### src/rtl/reg_file_sb_pkg.sv
// Shared types and default sizes for the scoreboarded register file.
// Imported by the top and the busy-bit scoreboard.
package rf_pkg;

    localparam int RF_W     = 8;
    localparam int RF_A     = 2;
    localparam int RF_DEPTH = 2 ** RF_A;

    typedef logic [RF_A-1:0] rf_addr_t;
    typedef logic [RF_W-1:0] rf_data_t;

    // True when the address names the hardwired-zero register.
    function automatic logic isZeroReg(input int zeroRegEn, input int unsigned addr);
        return (zeroRegEn != 0) && (addr == 0);
    endfunction

endpackage

### src/rtl/reg_file_sb_scoreboard.sv
// Busy-bit scoreboard: one bit per register that marks an outstanding load.
// Decides reservation acceptance and serves two busy lookups.
module rf_scoreboard
    import rf_pkg::*;
#(
    parameter int A        = RF_A,
    parameter int ZERO_REG = 0
) (
    input  logic         Clk,
    input  logic         Reset,
    input  logic         ClearEn,
    input  logic [A-1:0] ClearAddr,
    input  logic         ReserveEn,
    input  logic [A-1:0] ReserveAddr,
    output logic         ReserveOk,
    input  logic [A-1:0] LookupAddrA,
    input  logic         BypassClrA,
    output logic         BusyA,
    input  logic [A-1:0] LookupAddrB,
    input  logic         BypassClrB,
    output logic         BusyB
);

    localparam int DEPTH = 2 ** A;

    logic [DEPTH-1:0] busy_q;
    logic [DEPTH-1:0] busy_d;

    // Acceptance looks only at the registered bit, so a load returning this
    // cycle cannot enable a reservation of the same register in the same cycle.
    always_comb begin
        ReserveOk = ReserveEn & ~busy_q[ReserveAddr];
        if (isZeroReg(ZERO_REG, 32'(ReserveAddr))) begin
            ReserveOk = 1'b0;
        end
    end

    // Clear first, then set, so a same-cycle return and reissue leaves the bit set.
    always_comb begin
        busy_d = busy_q;
        if (ClearEn) begin
            busy_d[ClearAddr] = 1'b0;
        end
        if (ReserveOk) begin
            busy_d[ReserveAddr] = 1'b1;
        end
    end

    always_ff @(posedge Clk) begin
        if (Reset) begin
            busy_q <= '0;
        end else begin
            busy_q <= busy_d;
        end
    end

    always_comb begin
        BusyA = busy_q[LookupAddrA] & ~BypassClrA;
        BusyB = busy_q[LookupAddrB] & ~BypassClrB;
        if (isZeroReg(ZERO_REG, 32'(LookupAddrA))) begin
            BusyA = 1'b0;
        end
        if (isZeroReg(ZERO_REG, 32'(LookupAddrB))) begin
            BusyB = 1'b0;
        end
    end

endmodule

### src/rtl/reg_file_sb.sv
// Two-write, two-read register file with load scoreboard and optional
// write-to-read forwarding; the load-return port wins write conflicts.
module reg_file_sb
    import rf_pkg::*;
#(
    parameter int W        = RF_W,
    parameter int A        = RF_A,
    parameter int ZERO_REG = 0,
    parameter int BYPASS   = 1
) (
    input  logic         Clk,
    input  logic         Reset,
    input  logic [A-1:0] RaddrA,
    input  logic [A-1:0] RaddrB,
    output logic [W-1:0] DataOutA,
    output logic [W-1:0] DataOutB,
    output logic         BusyA,
    output logic         BusyB,
    input  logic         WenAlu,
    input  logic [A-1:0] WaddrAlu,
    input  logic [W-1:0] DataAlu,
    input  logic         WenLd,
    input  logic [A-1:0] WaddrLd,
    input  logic [W-1:0] DataLd,
    input  logic         ReserveEn,
    input  logic [A-1:0] ReserveAddr,
    output logic         ReserveOk,
    output logic         ConflictErr
);

    localparam int DEPTH = 2 ** A;

    logic [W-1:0] regs_q [DEPTH];
    logic [W-1:0] regs_d [DEPTH];
    logic         conflict_q;
    logic         conflict_d;
    logic         ldHitA;
    logic         ldHitB;
    logic         bypassClrA;
    logic         bypassClrB;

    // Forwarding mux: a returning load outranks the ALU, which outranks storage.
    function automatic logic [W-1:0] readPort(
        input logic [A-1:0] addr,
        input logic [W-1:0] stored,
        input logic         wenAlu,
        input logic [A-1:0] waddrAlu,
        input logic [W-1:0] dataAlu,
        input logic         wenLd,
        input logic [A-1:0] waddrLd,
        input logic [W-1:0] dataLd
    );
        logic [W-1:0] result;
        result = stored;
        if (BYPASS != 0) begin
            if (wenLd && (waddrLd == addr)) begin
                result = dataLd;
            end else if (wenAlu && (waddrAlu == addr)) begin
                result = dataAlu;
            end
        end
        if (isZeroReg(ZERO_REG, 32'(addr))) begin
            result = '0;
        end
        return result;
    endfunction

    // Load data is applied after ALU data so it overwrites on a shared address.
    always_comb begin
        for (int i = 0; i < DEPTH; i++) begin
            regs_d[i] = regs_q[i];
        end
        if (WenAlu) begin
            regs_d[WaddrAlu] = DataAlu;
        end
        if (WenLd) begin
            regs_d[WaddrLd] = DataLd;
        end
        if (ZERO_REG != 0) begin
            regs_d[0] = '0;
        end
    end

    assign conflict_d = WenAlu & WenLd & (WaddrAlu == WaddrLd);

    always_ff @(posedge Clk) begin
        if (Reset) begin
            for (int i = 0; i < DEPTH; i++) begin
                regs_q[i] <= '0;
            end
            conflict_q <= 1'b0;
        end else begin
            for (int i = 0; i < DEPTH; i++) begin
                regs_q[i] <= regs_d[i];
            end
            conflict_q <= conflict_d;
        end
    end

    assign ConflictErr = conflict_q;

    assign ldHitA     = WenLd & (WaddrLd == RaddrA);
    assign ldHitB     = WenLd & (WaddrLd == RaddrB);
    assign bypassClrA = (BYPASS != 0) ? ldHitA : 1'b0;
    assign bypassClrB = (BYPASS != 0) ? ldHitB : 1'b0;

    always_comb begin
        DataOutA = readPort(RaddrA, regs_q[RaddrA], WenAlu, WaddrAlu, DataAlu,
                            WenLd, WaddrLd, DataLd);
        DataOutB = readPort(RaddrB, regs_q[RaddrB], WenAlu, WaddrAlu, DataAlu,
                            WenLd, WaddrLd, DataLd);
    end

    rf_scoreboard #(
        .A        (A),
        .ZERO_REG (ZERO_REG)
    ) uScoreboard (
        .Clk         (Clk),
        .Reset       (Reset),
        .ClearEn     (WenLd),
        .ClearAddr   (WaddrLd),
        .ReserveEn   (ReserveEn),
        .ReserveAddr (ReserveAddr),
        .ReserveOk   (ReserveOk),
        .LookupAddrA (RaddrA),
        .BypassClrA  (bypassClrA),
        .BusyA       (BusyA),
        .LookupAddrB (RaddrB),
        .BypassClrB  (bypassClrB),
        .BusyB       (BusyB)
    );

endmodule

### config.mk
export PLATFORM = sky130hd
export DESIGN_NAME = reg_file_sb
export DESIGN_NICKNAME = d
export VERILOG_FILES = /design/src/rtl/reg_file_sb_pkg.sv /design/src/rtl/reg_file_sb_scoreboard.sv /design/src/rtl/reg_file_sb.sv
export SDC_FILE = /design/constraint.sdc
export NUM_CORES = 1
export LEC_CHECK = 0
export ABC_AREA = 1
export BUFFER_PORTS_ARGS = -buffer_cell sky130_fd_sc_hd__buf_4
export CORE_MARGIN = 2
export CORE_UTILIZATION = 49
export DETAILED_ROUTE_END_ITERATION = 12
export PLACE_DENSITY = 0.71
export SLEW_MARGIN = 0
export SYNTH_ARGS = -nofsm -noshare
export SYNTH_HDL_FRONTEND = slang
export SYNTH_SLANG_ARGS = --single-unit
### constraint.sdc
create_clock -name Clk -period 2.68 [get_ports Clk]
set_input_delay 0.536 -clock Clk [delete_from_list [all_inputs] [get_ports Clk]]
set_output_delay 0.536 -clock Clk [all_outputs]
set_load 0.05 [all_outputs]
=== Word level (Yosys, flattened, before mapping) ===
Memories as Yosys holds them, arrays and structs flattened.
Index checks and enable logic that the tools add are counted.

* Bits in registers: 5
* RAM bits: 32
* Input bits: 31
* Output and inout port bits: 20
* Word-level logic and storage cells: 76
* Memories: 1

* Order comparisons: 10
* Equality and inequality tests: 5
* Mux-type cells: 31
* Bitwise operators: 19
* Reduce and logical (&&, ||, !) cells: 8

{| class="wikitable"
|+ Memory list
! name !! depth !! bits a word !! rd ports !! clocked after Yosys merged registers in !! wr ports !! RTL line !! RTL
|-
| regs_q || 4 || 8 || 6 || 0 || 4 || reg_file_sb.sv:33 || <nowiki>logic [W-1:0] regs_q [DEPTH];</nowiki>
|}

{| class="wikitable"
|+ Operator list
! kind !! number
|-
| 8-bit 2-to-1 mux || 10
|-
| 32-bit bitwise mux || 2
|-
| 32-bit 2-to-1 mux || 2
|-
| 8-bit demux with 2-bit select || 2
|-
| 2-bit by 3-bit less-than comparator with 1-bit output, second input constant || 4
|-
| 2-bit == test || 5
|-
| 1-bit logical AND || 8
|-
| 1-bit 2-to-1 mux || 8
|-
| 4-bit 2-to-1 mux || 2
|-
| 1-bit AND || 7
|-
| 1-bit binary-select mux with 2-bit select || 3
|-
| 3-bit greater-or-equal comparator, second input constant || 2
|-
| 3-bit by 1-bit less-than comparator with 1-bit output, second input constant || 2
|-
| 2-bit inverter with 3-bit output || 2
|-
| 4-bit AND || 1
|-
| 1-bit demux with 2-bit select || 2
|-
| 2-bit by 1-bit greater-or-equal comparator with 1-bit output, second input constant || 2
|-
| 4-bit inverter || 1
|-
| 1-bit bitwise OR || 4
|-
| 4-bit bitwise OR || 1
|-
| 1-bit inverter || 3
|}

=== Longest topological paths before layout ===
Gate-level depths: netlist of run 1.

* Depth in word-level cells: 10
* Mapped depth: 9
* Mapped depth without buffers: 8

=== Hierarchy ===
Synthesis of run 1 repeated with hierarchy kept, for this count alone.

* Cells, all modules: 522
* Area, all modules: 2,917.8 µm²

{| class="wikitable"
|+ Modules (own cells, without submodules)
! module !! times used !! cells an instance !! area each (µm²) !! sequential area each (µm²)
|-
| reg_file_sb || 1 || 472 || 2,608.8 || 660.6
|-
| rf_scoreboard || 1 || 50 || 309.0 || 80.1
|}

=== Worst setup path after synthesis of run 1 ===
Ideal clock, no wire load.

* Path type: input to output
* Start: in ReserveAddr[1]
* End: out ReserveOk
* Arrival: 1.786 ns
* Required time: 2.144 ns
* Path slack: 0.358 ns
* Stages: 4
* Buffers on the path: 0
* Cell sequence: inv_1 > nand2_1 > nor2_1 > nor3_1

* Word-level cells in the longest chain between the ends: 4

{| class="wikitable"
|+ Ends and longest elaborated chain
! what !! RTL line !! RTL
|-
| start, declared || reg_file_sb.sv:26 || <nowiki>input logic [A-1:0] ReserveAddr,</nowiki>
|-
| 1-bit binary-select mux with 2-bit select || reg_file_sb_scoreboard.sv:32 || <nowiki>ReserveOk = ReserveEn & ~busy_q[ReserveAddr];</nowiki>
|-
| 1-bit 2-to-1 mux (implied by the code) || reg_file_sb_scoreboard.sv:32 ||
|-
| 1-bit inverter || reg_file_sb_scoreboard.sv:32 ||
|-
| 1-bit AND || reg_file_sb_scoreboard.sv:32 ||
|-
| end, declared || reg_file_sb.sv:27 || <nowiki>output logic ReserveOk,</nowiki>
|}

No other way between the ends. The select of a mux whose other input is x is not followed.

=== Worst setup path after layout of run 1 ===
* Start: in RaddrB[0]
* End: out DataOutB[6]

* Word-level cells in the longest chain between the ends: 4
* Elaborated cells on any way between the ends: 7
* Classes of those cells: eq/ne: 2; mux: 2; reduce/logical: 2; memory: 1

{| class="wikitable"
|+ Ends and longest elaborated chain
! what !! RTL line !! RTL
|-
| start, declared || reg_file_sb.sv:14 || <nowiki>input logic [A-1:0] RaddrB,</nowiki>
|-
| parallel branches: the longest is 3 deep, another holds memory read 4 x 8 bit || n/a ||
|-
| 8-bit 2-to-1 mux (*) || reg_file_sb.sv:56 || <nowiki>if (wenLd && (waddrLd == addr)) begin</nowiki>
|-
| end, declared || reg_file_sb.sv:16 || <nowiki>output logic [W-1:0] DataOutB,</nowiki>
|}

Every way passes the cells marked *.

==> results of run 1 <==
[layout make-up]
| type | count | share of cell area |
|---|---|---|
| flip-flops and latches | 37 | 0.2098 |
| multi-input cells | 392 | 0.5361 |
| repair buffers | 57 | 0.1212 |
| well taps | 75 | 0.02658 |
| inverters | 69 | 0.07335 |
| clock inverters | 1 | 0.008505 |
| clock buffers | 7 | 0.02445 |
[flip-flops by register name (all words and copies together) (netlist names)]
signal and cells:
ConflictErr 1, uScoreboard.busy_q 4, regs_q 32
[power by group through the flow]
| stage | clock network, W | registers (W) | logic (W) |
|---|---|---|---|
| after CTS | 0.000528 | 0.000616 | 0.000636 |
| after global routing | 0.000540 | 0.000621 | 0.000701 |
| final | 0.000524 | 0.000617 | 0.000643 |
| after global placement | 0 | 0.000627 | 0.000625 |
| after detailed placement | 0 | 0.000629 | 0.000635 |
| after floorplan | 0 | 0.000619 | 0.000448 |
[critical path, cell delays in order]
cell and delay, ns:
buf_4 0.22, inv_1 0.13, nand2_1 0.08, nand2_1 0.05, nor2_2 0.31, nand2_4 0.13, nand2_1 0.09, nand3_1 0.07
nand2_1 0.08, buf_4 0.19
[worst max-delay path by stage]
| stage | slack (ns) | startpoint | to |
|---|---|---|---|
| 3_5_place_dp | 0.27 | RaddrB[0] | DataOutB[6] |
| 2_1_floorplan | 0.36 | ReserveAddr[1] | ReserveOk |
| 6_report | 0.23 | RaddrB[0] | DataOutB[6] |
| 4_1_cts | 0.27 | RaddrB[0] | DataOutB[6] |
| 3_3_place_gp | 0.32 | RaddrB[0] | DataOutB[6] |
| 5_1_grt | 0.08 | RaddrB[0] | DataOutB[4] |
[stage by stage]
stage                 util  hold slack [ns]  cell area [um2]  setup slack [ns]
floorplan                -           0.4580             3035            0.3577
global placement    0.5733           0.4969             3415            0.3209
detailed placement  0.5733           0.4949             3415            0.2657
CTS                 0.5929           0.4811             3531            0.2654
global route        0.5929           0.5014             3531           0.07529
finish              0.5929           0.4931             3531            0.2252
[Yosys cell counts]
| master | n |
|---|---|
| nor2_1 | 12 |
| nor3_1 | 1 |
| o211ai_1 | 5 |
| nor3b_4 | 1 |
| nand3_1 | 92 |
| nor3_2 | 1 |
| dfxtp_1 | 37 |
| buf_6 | 2 |
| o21ai_0 | 53 |
| nor4_1 | 1 |
| a21oi_1 | 45 |
| xnor2_4 | 1 |
| xor2_1 | 2 |
| xnor2_2 | 3 |
| inv_2 | 2 |
| nor2_2 | 1 |
| or2_2 | 1 |
| inv_1 | 67 |
| nand2_4 | 1 |
| nand3_2 | 2 |
| nor3b_2 | 1 |
| nand2_2 | 1 |
| nand2_1 | 165 |
| buf_4 | 4 |
| clkbuf_1 | 4 |
| nor2_4 | 1 |
| nor3_4 | 2 |
| buf_2 | 15 |
[per-layer routing]
metal	track usage	up-vias
met4	0.09016	0
met5	0	-
met3	0.05109	20
li1	-	1770
met2	0.4742	168
met1	0.4162	1629
[logic make-up (layout without fill, tap and decap cells)]
family	Yosys count	after routing	synth area share
AO/OA/AOI/OAI	103	103	0.1740
flip-flops	37	37	0.2440
AND/OR/NAND/NOR	283	283	0.4188
buffers and inverters	94	134	0.1323
XOR/XNOR	6	6	0.03092
==> out/summary.txt, run 1 <==
Clock Sinks = 37
Gpl congestion = 0.9139
Power Total = 0.001784 W
Met3 wire length = 860 um
Final setup vio count = 0
Detail Route Antenna Nets = 0
Reg power frac = 0.346
Leak = 1.873 nW
Vias/cell = 5.622
R2R Setup Slk = 1.66 ns
Post-synthesis register bit count = 37
DRT iter0 DRCs = 450
CTS tree = built
Metal-1 WL = 4433 um
I/O pins = 51
Worst EP arrival = 1.92 ns
P_int = 0.001096 W
Commonest non-fill, non-tap cell in the layout = nand2_1
Max cap viols = 0
DIE AREA = 6840 um2
H-tree levels = 2
Ant diodes = 0
Multi-input combinational cell area = 1893 um2
Crit Reg-Reg Startpoint = uScoreboard.busy_q[2]$_SDFF_PP0_
Final Critical Period = 2.455 ns
Die X = 82.71 um
Dominant cell type by area after synthesis = dfxtp_1
CTS resizes = 0
Critical Path RT = 2.14 ns
Top layer reached by signal wires = met4
P per Cell Area = 505.3 nW/um2
Hold-fix buffers, CTS = 0
Maximum clock frequency = 407.4 MHz
Part of the power in combinational logic = 0.361
Hold path startpoint = WenLd
Clock buffer count from CTS = 5
Drt drc = 0
Clock Path Buffers = 2
Sequential cell area = 740.7 um2
Cell Area, Synth = 3035 um2
Worst Skew = 0.0004567 ns
Status = complete, no violations
RSZ-0062 raised after global routing = no
Sequential share of the synthesized area = 0.2440
Switch Pwr = 0.0006880 W
Worst hold path type = input port to flip-flop
Die Y = 82.71 um
Setup Fix Bufs, Post-CTS = 0
GRT overflow = 0
Sw frac = 0.3857
# placed instances = 630
Drt first pass iters = 5
Worst-case reg-to-reg path depth = 5
Critical R2R Capture = uScoreboard.busy_q[2]$_SDFF_PP0_
Hold path endpoint = ConflictErr$_SDFF_PP0_
Synth warn = 0
Initial antenna violation count = 0
Max-slew violations = 0
Critical path class = input port to output pin
First-pass GRT wire length = 15390 um
Routed met2 length = 4477 um
Total track usage = 0.2996
CP Capture Type = output pin
Hold Crit Depth = 3
Clock Root Buffer = clkbuf_8
Layout Cells excl Fill = 638
Avg Cell Area, Syn = 5.804 um2
Final worst-path cycle share = 0.9160
Area grow syn2layout = 16.32%
Syn nets = 554
Vias in the first global route = 3012
Nets = 593
Cells after Synth = 523
Yosys cell types = 28
Core Area = 5956 um2
Startpoint types = input port
Slew margin rel. = 0.4462
CTS clock-pin slew for the worst setup and hold paths = 0.09 ns
Final hold viol count = 0
Row count = 28
Post-Route WL = 9986 um
Most frequent cells in the layout = 165 x nand2_1, 92 x nand3_1, 67 x inv_1
Synth top area cells = dfxtp_1 24%, nand2_1 20%, nand3_1 15%
Max IR drop VDD = 0.0002969 V
Clk pwr share = 0.293
Synth top area share = 0.2440
Filler Cell Count = 619
Share of cells above drive strength 1 = 0.1456
Initial Util = 0.5097
DP HPWL = 7121 um
Worst-Margin Slew = 0.8280 ns
WL per Instance = 15.65 um
Critical Path Fanout Max = 20
Largest net degree at the start of global routing = 38
I/O Buffers = 50
Setup TNS = 0 ns
Clk_lat worst skew = 0.30 ns
Total number of vias = 3587
Note: power is estimated with default switching activity, not from simulation.
==> run 2, diff against run 1 <==
==> constraint.sdc (replaced) <==
create_clock -name Clk -period 2.68 [get_ports Clk]
set_input_delay 0.804 -clock Clk [delete_from_list [all_inputs] [get_ports Clk]]
set_output_delay 0.804 -clock Clk [all_outputs]
set_load 0.05 [all_outputs]
==> out/summary.txt, run 2 (synthesis results as in run 1) <==
Status = complete, no violations
CTS clock-pin slew for the worst setup and hold paths = 0.09 ns (about the same)
Setup TNS = 0 ns (unchanged)
P per Cell Area = 456.9 nW/um2 (-9.6%)
Slew margin rel. = 0.5233 (+0.07712)
Final setup vio count = 0 (unchanged)
Leak = 2.029 nW (+8.4%)
Buf/Inv on CP = 3 (unchanged)
Worst EP arrival = 1.83 ns (-0.09 ns)
Largest net degree at the start of global routing = 38 (unchanged)
DIE AREA = 6840 um2 (unchanged)
Hold path startpoint = uScoreboard.busy_q[2]$_SDFF_PP0_
Max cap viols = 0 (unchanged)
Hold-fix buffers, CTS = 0 (unchanged)
Hold path endpoint = uScoreboard.busy_q[2]$_SDFF_PP0_
Multi-input combinational cell area = 1997 um2 (+5.5%)
DP HPWL = 7642 um (+7.3%)
Drt drc = 0 (unchanged)
Nets = 620 (+4.6%)
Register with the most flip-flops = regs_q
CTS tree = built
Worst-Margin Slew = 0.7130 ns (-0.1150 ns)
Slowest CP cell = buf_4
Vias/cell = 5.561 (-1.1%)
Max IR drop VDD = 0.0002810 V (-5.3%)
Core Area = 5956 um2 (unchanged)
WL per Instance = 16.00 um (+2.3%)
Final worst-path cycle share = 0.9825 (+0.06654)
Critical Path Fanout Max = 8 (-60%)
Max reg flops = 32 (unchanged)
Setup Fix Bufs, Post-CTS = 0 (unchanged)
Filler Cell Count = 590 (-4.7%)
Critical R2R Capture = uScoreboard.busy_q[2]$_SDFF_PP0_
Critical Path RT = 1.88 ns (-0.26 ns)
Share of cells above drive strength 1 = 0.2339 (+0.08825)
Worst hold path type = flip-flop to flip-flop
Most used cell along the critical path = nand2_1
Max-slew violations = 0 (unchanged)
GRT overflow = 0 (unchanged)
Hold Crit Depth = 2 (-1)
Die X = 82.71 um (unchanged)
I/O Buffers = 50 (unchanged)
Final hold viol count = 0 (unchanged)
Drt first pass iters = 5 (unchanged)
Final Critical Period = 2.633 ns (+0.1783 ns)
Sequential cell area = 740.7 um2 (unchanged)
Row count = 28 (unchanged)
Worst Skew = 0.0008017 ns (+0.0003450 ns)
Clock Path Buffers = 2 (unchanged)
Critical path class = input port to output pin
Post-route cell area = 3910 um2 (+11%)
Area grow syn2layout = 28.81%
Crit Reg-Reg Startpoint = uScoreboard.busy_q[3]$_SDFF_PP0_
Startpoint types = input port
Hold WS = 0.5126 ns (+0.01943 ns)
Clock buffer count from CTS = 5 (unchanged)
H-tree levels = 2 (unchanged)
DRT iter0 DRCs = 334 (-26%)
Maximum clock frequency = 379.8 MHz (-6.8%)
I/O pins = 51 (unchanged)
Vias in the first global route = 3180 (+5.6%)
Most frequent cells in the layout = 148 x nand2_1, 87 x nand3_1, 66 x buf_4
Gpl congestion = 0.9388 (+2.7%)
Clock Sinks = 37 (unchanged)
Worst stage delay on the critical path = 0.19 ns (-0.12 ns)
Worst-case reg-to-reg path depth = 5 (unchanged)
Cell Chain, Critical Path = buf_4 > inv_4 > nand2_1 > nand2_1 > nor2_4 > nand2_2 > nand2_1 > nand3_1 > nand2_2 > buf_4
WP depth = 10 (unchanged)
Initial antenna violation count = 0 (unchanged)
Total number of vias = 3698 (+3.1%)
Clock Root Buffer = clkbuf_8
CP Capture Type = output pin
Detail Route Antenna Nets = 0 (unchanged)
Ant diodes = 0 (unchanged)
Power Total = 0.001786 W (+0.14%)
Initial Util = 0.5097 (unchanged)
Critical path's top delay family = simple AND/OR/NAND/NOR gates
Total track usage = 0.3175 (+0.01789)
R2R Setup Slk = 1.64 ns (-0.02 ns)
Clk_lat worst skew = 0.30 ns (about the same)
Die Y = 82.71 um (unchanged)
Commonest non-fill, non-tap cell in the layout = nand2_1
Post-Route WL = 10640 um (+6.6%)
First-pass GRT wire length = 16020 um (+4.1%)
Placed Area = 3680 um2 (+7.8%)
run 2: cell types whose count changed in the layout (fill, tap and decap cells not counted), moves of 5 or more:
cell | before | now
nand2_1 | 165 | 148
nand2_2 | 1 | 18
buf_6 | 0 | 12
buf_4 | 57 | 66
nand3_1 | 92 | 87
nand3_2 | 2 | 7
run 2: through the flow:
step / cells / util / setup WS, ns
final: 665 / 0.6565 / 0.04686
after global routing: 665 / 0.6565 / -0.004659
after global placement: 656 / 0.6179 / -0.01351
after CTS: 664 / 0.6366 / 0.002722
after detailed placement: 656 / 0.6179 / -0.03781
after floorplan: 523 / - / 0.06660
run 2: timing repair:
action,CTS,global route
setup endpoints to repair,9,17
cloned,0,1
hold endpoints to repair,0,0
resized for setup,7,28
pin swaps,0,1
run 2: report_power, final:
| part | switching (W) | internal [W] | total [W] |
|---|---|---|---|
| logic | 0.000472 | 0.000271 | 0.000742 |
| clock network | 0.000242 | 0.000185 | 0.000427 |
| registers | 0.0000311 | 0.000586 | 0.000617 |
| total | 0.000745 | 0.00104 | 0.00179 |
run 2: worst min-delay path: cells and delay by family (launching register included):
| kind | cells | cell delay (ns) |
|---|---|---|
| flip-flops | 1 | 0.35 |
| AND/OR/NAND/NOR | 1 | 0.07 |
| AO/OA/AOI/OAI | 1 | 0.05 |
run 2: area by class of cell:
cell class / instances / share of cell area
clock inverters: 3 / 0.005440
multi-input cells: 393 / 0.5107
repair buffers: 83 / 0.1843
clock buffers: 5 / 0.01760
inverters: 69 / 0.06848
flip-flops and latches: 37 / 0.1894
well taps: 75 / 0.02400
run 2: worst max path at each step:
stage / start / endpoint / slack, ns
2_1_floorplan: WaddrLd[0] / BusyA / 0.07
3_3_place_gp: RaddrB[0] / DataOutB[6] / -0.01
3_5_place_dp: RaddrB[0] / DataOutB[6] / -0.04
4_1_cts: RaddrA[0] / DataOutA[6] / 0.003
5_1_grt: RaddrB[0] / DataOutB[5] / -0.005
6_report: RaddrA[0] / DataOutA[3] / 0.05
run 2: per-layer routing:
layer / track usage / part of all wire / routed length (um) / vias to the layer above
met5: 0 / 0 / 0 / -
met4: 0.1328 / 0.034 / 365 / 0
met3: 0.05652 / 0.084 / 894 / 25
met2: 0.5081 / 0.45 / 4786 / 177
met1: 0.4199 / 0.43 / 4596 / 1672
li1: - / - / - / 1824
==> run 3, diff against run 2 <==
--- a/config.mk
+++ b/config.mk
@@ -10,6 +10,7 @@
 export CORE_MARGIN = 2
 export CORE_UTILIZATION = 49
 export DETAILED_ROUTE_END_ITERATION = 12
+export GPL_TIMING_DRIVEN = 0
 export PLACE_DENSITY = 0.71
 export SLEW_MARGIN = 0
 export SYNTH_ARGS = -nofsm -noshare
==> out/summary.txt, run 3 (synthesis results as in run 1) <==
Util after Layout = 0.7466 (+0.09013)
Failing checks = setup timing
Share of cells above drive strength 1 = 0.3278 (+0.09389)
Critical path class = input port to output pin
Met1 Use GR = 0.4797 (+0.05987)
DRT iter0 DRCs = 657 (+97%)
Initial antenna violation count = 1 (+1)
Status = complete, but fails checks
Max-slew violations = 0 (unchanged)
Clock Sinks = 37 (unchanged)
Post-Route WL = 14040 um (+32%)
GRT overflow = 0 (unchanged)
Max reg flops = 32 (unchanged)
P per Cell Area = 448.3 nW/um2 (-1.9%)
Power Total = 0.001994 W (+12%)
Register with the most flip-flops = regs_q
Die Y = 82.71 um (unchanged)
Maximum clock frequency = 357.7 MHz (-5.8%)
Worst hold path type = flip-flop to flip-flop
Initial Util = 0.5097 (unchanged)
Row count = 28 (unchanged)
Worst Skew = 0.0003467 ns (-0.0004550 ns)
Leak = 2.199 nW (+8.3%)
Post-route cell area = 4447 um2 (+14%)
Met3 usage = 0.06304 (+0.006522)
Startpoint types = input port
Hold WS = 0.5014 ns (-0.01119 ns)
Setup TNS = -0.5368 ns (-0.5368 ns)
Max IR drop VDD = 0.0003212 V (+14%)
CP Capture Type = output pin
Clock buffer count from CTS = 5 (unchanged)
Filler Cell Count = 469 (-21%)
I/O Buffers = 45 (-10%)
Worst-case reg-to-reg path depth = 5 (unchanged)
Worst EP arrival = 1.99 ns (+0.16 ns)
Clk_lat worst skew = 0.30 ns (about the same)
Cell Chain, Critical Path = buf_8 > inv_8 > buf_12 > nand2_8 > nor3b_4 > buf_6 > nand3_2 > nand2_2 > buf_8
Most used cell along the critical path = buf_8
RSZ-0062 raised after global routing = yes
Final worst-path cycle share = 1.043 (+0.06069)
Core Area = 5956 um2 (unchanged)
Met2 Track Usage GR = 0.5492 (+0.04113)
Largest net degree at the start of global routing = 13 (-66%)
Worst stage delay on the critical path = 0.20 ns (about the same)
DIE AREA = 6840 um2 (unchanged)
Slowest CP cell = nor3b_4
Critical Path Fanout Max = 8 (unchanged)
First-pass GRT wire length = 17530 um (+9.4%)
Total track usage = 0.3549 (+0.03745)
H-tree levels = 2 (unchanged)
Critical R2R Capture = uScoreboard.busy_q[3]$_SDFF_PP0_
Total number of vias = 4182 (+13%)
R2R Setup Slk = 1.61 ns (-0.03 ns)
Crit Reg-Reg Startpoint = uScoreboard.busy_q[3]$_SDFF_PP0_
Worst-Margin Slew = 0.5487 ns (-0.1643 ns)
Clock Root Buffer = clkbuf_8
Final hold viol count = 0 (unchanged)
Gpl congestion = 0.9602 (+2.3%)
Clock Path Buffers = 2 (unchanged)
Final setup vio count = 12 (+12)
Area grow syn2layout = 46.50%
CTS clock-pin slew for the worst setup and hold paths = 0.08 ns (about the same)
I/O pins = 51 (unchanged)
Max cap viols = 0 (unchanged)
Drt drc = 0 (unchanged)
Drt first pass iters = 6 (+1)
Die X = 82.71 um (unchanged)
Critical Path RT = 1.88 ns (about the same)
Vias in the first global route = 3332 (+4.8%)
Gr busiest metal = met2
Final Critical Period = 2.796 ns (+0.1627 ns)
Nets = 631 (+1.8%)
Hold path endpoint = uScoreboard.busy_q[1]$_SDFF_PP0_
Slew margin rel. = 0.6330 (+0.1097)
Hold path startpoint = uScoreboard.busy_q[1]$_SDFF_PP0_
Detail Route Antenna Nets = 0 (unchanged)
WL per Instance = 20.73 um (+30%)
Vias/cell = 6.177 (+11%)
CTS tree = built
Min setup slack post-route = -0.1158 ns (-0.1627 ns)
Hold Crit Depth = 2 (unchanged)
DP HPWL = 8429 um (+10%)
Placed Area = 3512 um2 (-4.6%)
Commonest non-fill, non-tap cell in the layout = nand2_1
Most frequent cells in the layout = 129 x nand2_1, 64 x inv_1, 59 x nand3_1
run 3: cell types whose count changed in the layout (fill, tap and decap cells not counted), moves of 6 or more:
cell     before  now
nor2_4        1    7
nand3_2       7   33
buf_8         2   20
buf_2         0    7
nand3_1      87   59
nand2_1     148  129
buf_4        66   46
nand2_2      18   34
run 3: how the worst max path moves through the flow:
stage               start           to  depth (start not counted)
2_1_floorplan  WaddrLd[0]        BusyA                          7
3_3_place_gp    RaddrB[0]  DataOutB[2]                          8
3_5_place_dp    RaddrB[0]  DataOutB[6]                          8
4_1_cts         RaddrB[0]  DataOutB[6]                          9
5_1_grt         RaddrB[0]  DataOutB[1]                          9
6_report        RaddrB[0]  DataOutB[1]                          9
run 3: metrics by stage:
step                cells  worst slack, ns
floorplan             523          0.06660
global placement      643          -0.3657
detailed placement    643          -0.4016
CTS                   661        -0.002492
global route          676          -0.1709
finish                677          -0.1158
run 3: per-layer routing:
metal	routed length, um	vias up
met5	0	-
met4	911	0
met3	1547	103
met2	6268	309
met1	5308	1915
li1	-	1855
run 3: power by group:
part,internal (W),switching [W],leakage [nW]
Combinational,0.000352,0.000575,1.84
Clock,0.000209,0.000238,0.0512
Sequential,0.000586,0.0000344,0.304
Total,0.00115,0.000847,2.20
run 3: repair_timing:
action,CTS,global route
hold buffers,0,0
buffers inserted,9,13
setup endpoints to repair,18,18
gates resized for setup,53,102
cloned,1,3
pin swaps,15,29
run 3: worst max-delay path: cells and delay by family:
| family | cells | cell delay [ns] |
|---|---|---|
| AND/OR/NAND/NOR | 4 | 0.57 |
| buffers and inverters | 5 | 0.61 |
run 3: cell type report:
type | instances | area, um2 | share of cell area
multi-input combinational | 394 | 2302 | 0.5177
sequential | 37 | 740.7 | 0.1666
timing repair buffer | 69 | 719.4 | 0.1618
inverter | 69 | 281.5 | 0.06331
buffer | 24 | 210.2 | 0.04727
tap | 75 | 93.84 | 0.02110
clock buffer | 6 | 82.58 | 0.01857
clock inverter | 2 | 13.76 | 0.003095
antenna | 1 | 2.502 | 0.0005627
